<file path="src/rtl/cpu_types_pkg.sv">
// Shared CPU types for branch prediction bookkeeping: word type, in-flight
// branch tag, resolver FSM states and the mispredict rule.
package cpu_types_pkg;

  typedef logic [31:0] word_t;

  localparam int BR_FIFO_DEPTH = 4;
  localparam int BR_IDX_W      = 2;

  // One in-flight predicted branch as recorded at fetch time.
  typedef struct packed {
    logic                taken;
    word_t               target;
    word_t               npc;
    logic [BR_IDX_W-1:0] index;
  } br_tag_t;

  typedef enum logic {
    RUN     = 1'b0,
    RECOVER = 1'b1
  } br_state_t;

  // Wrong direction, or right direction (taken) but wrong target.
  function automatic logic br_mispredict(input br_tag_t head, input logic taken,
                                         input word_t target);
    return (head.taken != taken) ||
           (head.taken && taken && (head.target != target));
  endfunction

endpackage

</file>
<file path="src/rtl/br_tag_fifo.sv">
// Four-entry FIFO of in-flight branch tags. clear empties it in one edge and
// wins over push/pop; a push while full is only taken together with a pop.
module br_tag_fifo
  import cpu_types_pkg::*;
(
  input  logic       CLK,
  input  logic       RST,
  input  logic       push,
  input  br_tag_t    push_data,
  input  logic       pop,
  input  logic       clear,
  output logic       full,
  output logic       empty,
  output logic [2:0] count,
  output br_tag_t    head
);

  br_tag_t    mem_r [BR_FIFO_DEPTH];
  logic [1:0] rd_ptr_r;
  logic [1:0] wr_ptr_r;
  logic [2:0] count_r;
  logic       push_ok_s;
  logic       pop_ok_s;

  assign full      = (count_r == 3'(BR_FIFO_DEPTH));
  assign empty     = (count_r == 3'd0);
  assign count     = count_r;
  assign head      = mem_r[rd_ptr_r];
  assign pop_ok_s  = pop && !empty;
  assign push_ok_s = push && (!full || pop_ok_s);

  // Pointer and occupancy update; 2-bit pointers wrap modulo 4 naturally.
  always_ff @(posedge CLK) begin
    if (RST || clear) begin
      rd_ptr_r <= 2'd0;
      wr_ptr_r <= 2'd0;
      count_r  <= 3'd0;
    end else begin
      if (push_ok_s) wr_ptr_r <= wr_ptr_r + 2'd1;
      if (pop_ok_s)  rd_ptr_r <= rd_ptr_r + 2'd1;
      case ({push_ok_s, pop_ok_s})
        2'b10:   count_r <= count_r + 3'd1;
        2'b01:   count_r <= count_r - 3'd1;
        default: count_r <= count_r;
      endcase
    end
  end

  // Entry storage; contents are don't-care until pointed at, so no reset.
  always_ff @(posedge CLK) begin
    if (push_ok_s && !clear) mem_r[wr_ptr_r] <= push_data;
  end

endmodule

</file>
<file path="src/rtl/br_resolve.sv">
// Branch resolution unit: tracks in-flight predictions, compares them with
// the execute-stage outcome, strobes a predictor update and, on mispredict,
// a flush/redirect followed by one RECOVER cycle in which inputs are ignored.
// Optional: define BR_RESOLVE_STATS_EN for saturating resolve/mispredict counters.
module br_resolve
  import cpu_types_pkg::*;
(
  input  logic        CLK,
  input  logic        RST,
  input  logic        push,
  input  logic        push_taken,
  input  word_t       push_target,
  input  word_t       push_npc,
  input  logic [1:0]  push_index,
  input  logic        resolve_valid,
  input  logic        resolve_taken,
  input  word_t       resolve_target,
  output logic        update_en,
  output logic        pr_correct,
  output word_t       update_br_target,
  output logic [1:0]  w_index,
  output logic        flush,
  output word_t       redirect_pc,
  output logic        full,
  output logic        empty,
  output logic [2:0]  count,
  output logic        err
`ifdef BR_RESOLVE_STATS_EN
  ,
  output logic [15:0] resolved_cnt,
  output logic [15:0] mispredict_cnt
`endif
);

  br_state_t state_r;
  br_state_t state_next_s;
  br_tag_t   head_s;
  br_tag_t   push_tag_s;
  logic      in_run_s;
  logic      res_acc_s;
  logic      mis_s;
  logic      push_acc_s;
  logic      err_set_s;

  assign in_run_s   = (state_r == RUN);
  assign res_acc_s  = in_run_s && resolve_valid && !empty;
  assign mis_s      = res_acc_s && br_mispredict(head_s, resolve_taken, resolve_target);
  assign push_acc_s = in_run_s && push && !mis_s && (!full || res_acc_s);
  assign err_set_s  = in_run_s && ((push && full && !res_acc_s) ||
                                   (resolve_valid && empty));
  assign push_tag_s = '{taken: push_taken, target: push_target,
                        npc: push_npc, index: push_index};

  br_tag_fifo u_fifo (
    .CLK       (CLK),
    .RST       (RST),
    .push      (push_acc_s),
    .push_data (push_tag_s),
    .pop       (res_acc_s && !mis_s),
    .clear     (mis_s),
    .full      (full),
    .empty     (empty),
    .count     (count),
    .head      (head_s)
  );

  // Resolver state register.
  always_ff @(posedge CLK) begin
    if (RST) state_r <= RUN;
    else     state_r <= state_next_s;
  end

  // Next state: a mispredict costs exactly one RECOVER cycle.
  always_comb begin
    state_next_s = RUN;
    case (state_r)
      RUN: begin
        if (mis_s) state_next_s = RECOVER;
        else       state_next_s = RUN;
      end
      RECOVER: state_next_s = RUN;
      default: state_next_s = RUN;
    endcase
  end

  // Registered strobes and result data; data holds between resolves.
  always_ff @(posedge CLK) begin
    if (RST) begin
      update_en        <= 1'b0;
      pr_correct       <= 1'b0;
      flush            <= 1'b0;
      update_br_target <= 32'h0000_0000;
      w_index          <= 2'd0;
      redirect_pc      <= 32'h0000_0000;
      err              <= 1'b0;
    end else begin
      update_en  <= res_acc_s;
      pr_correct <= res_acc_s && !mis_s;
      flush      <= mis_s;
      if (res_acc_s) begin
        update_br_target <= resolve_target;
        w_index          <= head_s.index;
        redirect_pc      <= resolve_taken ? resolve_target : head_s.npc;
      end
      if (err_set_s) err <= 1'b1;
    end
  end

`ifdef BR_RESOLVE_STATS_EN
  // Saturating event counters.
  always_ff @(posedge CLK) begin
    if (RST) begin
      resolved_cnt   <= 16'd0;
      mispredict_cnt <= 16'd0;
    end else begin
      if (res_acc_s && (resolved_cnt != 16'hFFFF))
        resolved_cnt <= resolved_cnt + 16'd1;
      if (mis_s && (mispredict_cnt != 16'hFFFF))
        mispredict_cnt <= mispredict_cnt + 16'd1;
    end
  end
`endif

endmodule

</file>
<file path="config.mk">
export PLATFORM = sky130hd
export DESIGN_NAME = br_resolve
export DESIGN_NICKNAME = d
export VERILOG_FILES = /design/src/rtl/cpu_types_pkg.sv /design/src/rtl/br_tag_fifo.sv /design/src/rtl/br_resolve.sv
export SDC_FILE = /design/constraint.sdc
export NUM_CORES = 1
export LEC_CHECK = 0
export ABC_AREA = 1
export CAP_MARGIN = 25
export CORE_MARGIN = 10
export CORE_UTILIZATION = 46
export DETAILED_ROUTE_END_ITERATION = 12
export PLACE_DENSITY = 0.74
export SLEW_MARGIN = 20
export SYNTH_ARGS = -nofsm -noshare
export SYNTH_HDL_FRONTEND = slang
export SYNTH_SLANG_ARGS = --single-unit
</file>
<file path="constraint.sdc">
create_clock -name CLK -period 4.7 [get_ports CLK]
set_input_delay 0.705 -clock CLK [delete_from_list [all_inputs] [get_ports CLK]]
set_output_delay 0.705 -clock CLK [all_outputs]
set_load 0.01 [all_outputs]
</file>
# Yosys cells after proc, flatten, opt, wreduce, memory -nomap -nowiden
# Memory sizes are Yosys's and may differ from the RTL's. A register that Yosys moved wholly into a read port is not among the register bits.
# Index checks and enable logic that the tools add are counted.
# classes
n_addsub	4
multipliers	0
div	0
order_cmp	0
eq_ne	5
shift	0
n_mux	8
bitwise	1
reduce_logical	27
# ops
op	count
$mux 32	1
$ne 32x32->1	1
$logic_and 1x1->1	16
$pmux 3 s2	1
$logic_or 1x1->1	5
$add 2x1->2 const B	2
$logic_not 1->1	4
$mux 2	2
$add 3x1->3 const B	1
$eq 3x3->1 const B	1
$logic_not 3->1	1
$mux 1	3
$sub 3x1->3 const B	1
$eq 2x1->1 const B	1
$eq 2x2->1 const B	1
$pmux 1 s2	1
$reduce_bool 2->1	1
$ne 1x1->1	1
$not 1->1	1
# word_totals
ff_bits	78
latch_bits	0
ram_bits	268
mem_bits_ro	0
inputBits	104
out_inout_bits	75
word_cells	57
mem_count	1
# mem_list
memory	words	width	rd	rd_clocked_by_memory_dff	write_ports	line_no	source
u_fifo.mem_r	4	67	1	1	1	br_tag_fifo.sv:18	br_tag_t mem_r [BR_FIFO_DEPTH];

# Longest topological paths before layout
# logic_depth
ltp_word	12
depth_mapped	25
mapped_depth_nobuf	23

# Cells and area by module
# Synthesis repeated with hierarchy kept, for this count alone.
# hier_totals
cells_unflattened	1135
area_unflattened_um2	13665.6
# modules_own_cells
module	instances	cells_per_inst	area_per_inst_um2	seq_area_each_um2
br_tag_fifo	1	725	10453.8	8227.9
br_resolve	1	410	3211.8	1421.4

# Worst setup path before layout
# Ideal clock, no wire load.
# synth_path
kind	register to register
startpoint	register (tool-made name)
endpoint	memory u_fifo.mem_r[0][0] in the netlist's numbering (enable)
arrival_ns	4.532
setup_slack_ns	-0.324
path_stages_with_launch	12
path_buffers	3
path_cell_list	dfxtp_1 -> buf_6 -> buf_2 -> buf_1 -> o21ai_0 -> o22ai_1 -> ha_1 -> inv_1 -> nand2_2 -> nand2_4 -> nand2_2 -> nor2_1
# synth_rtl
item	line_no
to (decl)	br_tag_fifo.sv:18

==> impl_table.tex <==
\begin{tabular}{lr}
\hline
Metric & Value \\
\hline
\multicolumn{2}{l}{\textbf{Placement}} \\
Post-Place Worst Slack & about 860 ps \\
Placed wire-length estimate after detailed placement & 24.8 mm \\
Routability congestion estimate from global placement & 0.836 \\
Placed inst area & 15900 sq um \\
Count of buffers inserted at the top-level ports & 178 \\
\multicolumn{2}{l}{\textbf{Critical path}} \\
Required time of the worst setup path & just over 5000 ps \\
Sequence of cells on the critical path & buf\_4 > nand2\_1 > nand3\_1 > nand2\_1 > nand2\_1 > nand2\_1 > inv\_1 > nand2\_1 > nor2\_1 > nand2\_1 > nor2\_1 > nand2\_1 > nand2\_2 > nand2\_2 > nand2\_4 > nand2\_2 > ha\_1 > inv\_1 > fa\_1 > nor2\_1 > a21oi\_1 > nor2\_1 \\
Signal arrival time at the worst endpoint & around 4200 ps \\
Max Fanout on Critical Path & 79 \\
Most common cell on crit path & nand2\_1 \\
Worst setup path class & reg -> reg \\
Critical Path Sink Type & flop \\
Type of element launching the critical path & flop \\
Stage delay of the slowest cell on the critical path & roughly 690 ps \\
Crit path max-delay cell type & buf\_4 \\
\multicolumn{2}{l}{\textbf{STA}} \\
Setup repair after global routing missed its margin & false \\
Final number of max-transition violations & 0 \\
Number of failing setup endpoints in the final timing report & 0 \\
Minimum setup slack in the final design & 931 ps \\
Final worst path period need & 3770 ps \\
Number of endpoints with negative hold slack in the final report & 0 \\
Slew headroom & 0.410 \\
Maximum frequency from static timing analysis & roughly 0.27 GHz \\
Actual slew at the worst max-slew pin & 885 ps \\
Setup TNS & 0 ps \\
Clock skew & about 18 ps \\
Post-route fraction of the period consumed by the critical path & 0.802 \\
\multicolumn{2}{l}{\textbf{Layout}} \\
Relative area change from synthesis to final layout & 24.4\% \\
Layout Nets & 1531 \\
Final design utilization & 0.578 \\
Most frequent cells in the layout & nand2\_1, edfxtp\_1, clkdlybuf4s50\_1 \\
Flip-flop and latch area & just under 10000 sq um \\
Proportion of layout cells with a drive suffix above 1 & 0.0656 \\
Count of fill cells added during filler insertion & 2440 \\
Final standard cell area without fillers & about 17000 sq um \\
Leading cell type in the layout, fill and taps excluded & nand2\_1 \\
Multi-input logic area & roughly 3600 sq um \\
\multicolumn{2}{l}{\textbf{Floorplan}} \\
Site Rows & 63 \\
Height of the die & 193 um \\
Floorplan die width & 193 um \\
Top-level port count & between 150 and 200 \\
Starting utilization of the core area & 0.465 \\
Placeable core region & 29600 sq um \\
Full die area & 37200 sq um \\
\multicolumn{2}{l}{\textbf{Logic synthesis}} \\
Number of nets in the synthesized netlist & 1362 \\
Number of distinct library cells after synthesis & 28 \\
Number of warnings printed during yosys synthesis & 0 \\
Proportion of synthesized chip area in sequential cells & 0.702 \\
Number of flip-flops and latches in the synthesized netlist & 348 \\
Mapped Avg Cell Area & 11.0 sq um \\
Mapped cell area & 13700 sq um \\
Synthesized instance count & roughly 1300 \\
\multicolumn{2}{l}{\textbf{Global route}} \\
Vias in the first global route & 9766 \\
Antenna violations before repair & 4 \\
Overflow left after global routing & 0 \\
Global-route usage over all layers & 0.203 \\
Maximum number of pins on one net before global-route repair & 80 \\
Wire length of the first global-routing pass & $\sim$57 mm \\
\multicolumn{2}{l}{\textbf{Route}} \\
First DRT Iteration DRCs & 728 \\
Vias post-DR & 9936 \\
Routed wirelength normalized by instance count & between 20 and 25 um \\
Detailed-router iteration count before antenna repair & 5 \\
Total wire length & 38.7 mm \\
DRC violations left & 0 \\
Routed vias/inst & approximately 5.4 \\
Antenna Nets Post-Route & 0 \\
\multicolumn{2}{l}{\textbf{Clocking}} \\
Insertion delay of the later-clocked pin in the worst-skew pair & 520 ps \\
Root buffer selected by CTS & clkbuf\_16 \\
Max H-tree Level & 2 \\
TritonCTS clock tree & built \\
Total of hold buffers inserted after clock tree synthesis & 0 \\
Clock tree buffer depth & 3 \\
Clock sink count & 348 \\
Number of gates given a new drive strength after cts & 0 \\
Number of buffers inserted during clock tree synthesis & 37 \\
Clock input transition at the sequential cells of the worst setup and hold paths & 60 ps \\
Total setup buffers inserted after CTS & 0 \\
\multicolumn{2}{l}{\textbf{Flow run}} \\
Max\_cap viols & 0 \\
\multicolumn{2}{l}{\textbf{Worst hold path}} \\
Worst hold-check path type & reg -> reg \\
Start point of the worst hold path & u\_fifo.rd\_ptr\_r[0] \\
\multicolumn{2}{l}{\textbf{Pwr}} \\
Pwr Density & 565 nW/um\^{}2 \\
Static leakage & 6.34 nW \\
Maximum ir drop on the vdd rail & $\sim$0.34 mV \\
Total chip power & a little under 10 mW \\
\multicolumn{2}{l}{\textbf{Status}} \\
Result of the run & finished clean \\
\hline
\end{tabular}
-- layer usage --
layer | part of all wire | GRT usage | up-vias
met5 | 0.00034 | 0 | -
met1 | 0.41 | 0.257 | 4792
met3 | 0.086 | 0.0506 | 65
met2 | 0.47 | 0.329 | 361
li1 | - | - | 4716
met4 | 0.030 | 0.0748 | 2
-- final timing paths --
check	cells after the start	slack (ps)	to
setup / recovery	22	930	u_fifo.count[1]
hold / removal	2	500	flop
setup reg to reg	22	930	u_fifo.count[1]
hold reg to reg	2	500	flop
-- state kept, by name, indices dropped and copies added (netlist names), 2 cells and up, named ones only --
signal / cells
u_fifo.mem_r: 268
update_br_target: 32
redirect_pc: 32
u_fifo.wr_ptr_r: 2
u_fifo.rd_ptr_r: 2
u_fifo.count: 3
w_index: 2
-- cells by family (layout without fill, tap and decap cells) --
logic type / after synthesis / after routing / synth area share
flops: 348 / 348 / 0.702
simple gates: 504 / 504 / 0.151
compound gates: 267 / 267 / 0.100
xor+xnor: 2 / 2 / 0.00127
fa+ha+maj: 7 / 7 / 0.00692
buf+inv: 123 / 321 / 0.0385
other cells: 0 / 4 / 0
-- synthesized netlist by cell type --
master    number  area, sq um
nand2_4        1         11.3
dfxtp_1       80         1600
nor2_1       117          439
nand3b_1       7         52.6
inv_2          2         7.51
o22ai_1       33          206
o21ai_0      137          686
nor3_2         1         10.0
buf_4          3         22.5
ha_1           6         75.1
fa_1           1         20.0
nor3_1         1         5.00
buf_2         13         65.1
inv_1         48          180
edfxtp_1     268         8050
clkbuf_1      49          184
nand4_1        3         18.8
nand2_2        4         25.0
nand3_1       98          490
inv_4          1         6.26
a31oi_1        2         12.5
nor3b_1        1         7.51
buf_1          1         3.75
a21oi_1       95          475
clkinv_1       1         3.75
buf_6          5         56.3
xor2_1         2         17.5
nand2_1      271         1020
-- metrics by stage --
step | cells | hold slack (ps)
floorplan | 1251 | 467
global placement | 1771 | 464
global route | 1839 | 512
CTS | 1839 | 495
finish | 1843 | 496
detailed placement | 1771 | 479
-- power by group --
part           total [mW]  switching (mW)  internal, mW
sequential           4.14           0.220          3.92
combinational        2.68            1.70         0.982
clock                2.83            1.16          1.67
total                9.66            3.08          6.58
-- layout make-up --
cell class              count  share of cell area
multi-input cells         780               0.211
inverters                  52              0.0116
well taps                 390              0.0285
flip-flops and latches    348               0.565
clock buffers              48              0.0608
clock inverters            20             0.00878
repair buffers            201               0.114
diodes                      4            0.000585
-- critical path: cells and delay by family, from the launching register on --
kind                     cells  cell delay, ps
AO/OA/AOI/OAI                1              40
buffers and inverters        3             840
adder cells (fa/ha/maj)      2             640
AND/OR/NAND/NOR             16            1790
flip-flops                   1             350
Note: power is estimated with default switching activity, not from simulation.
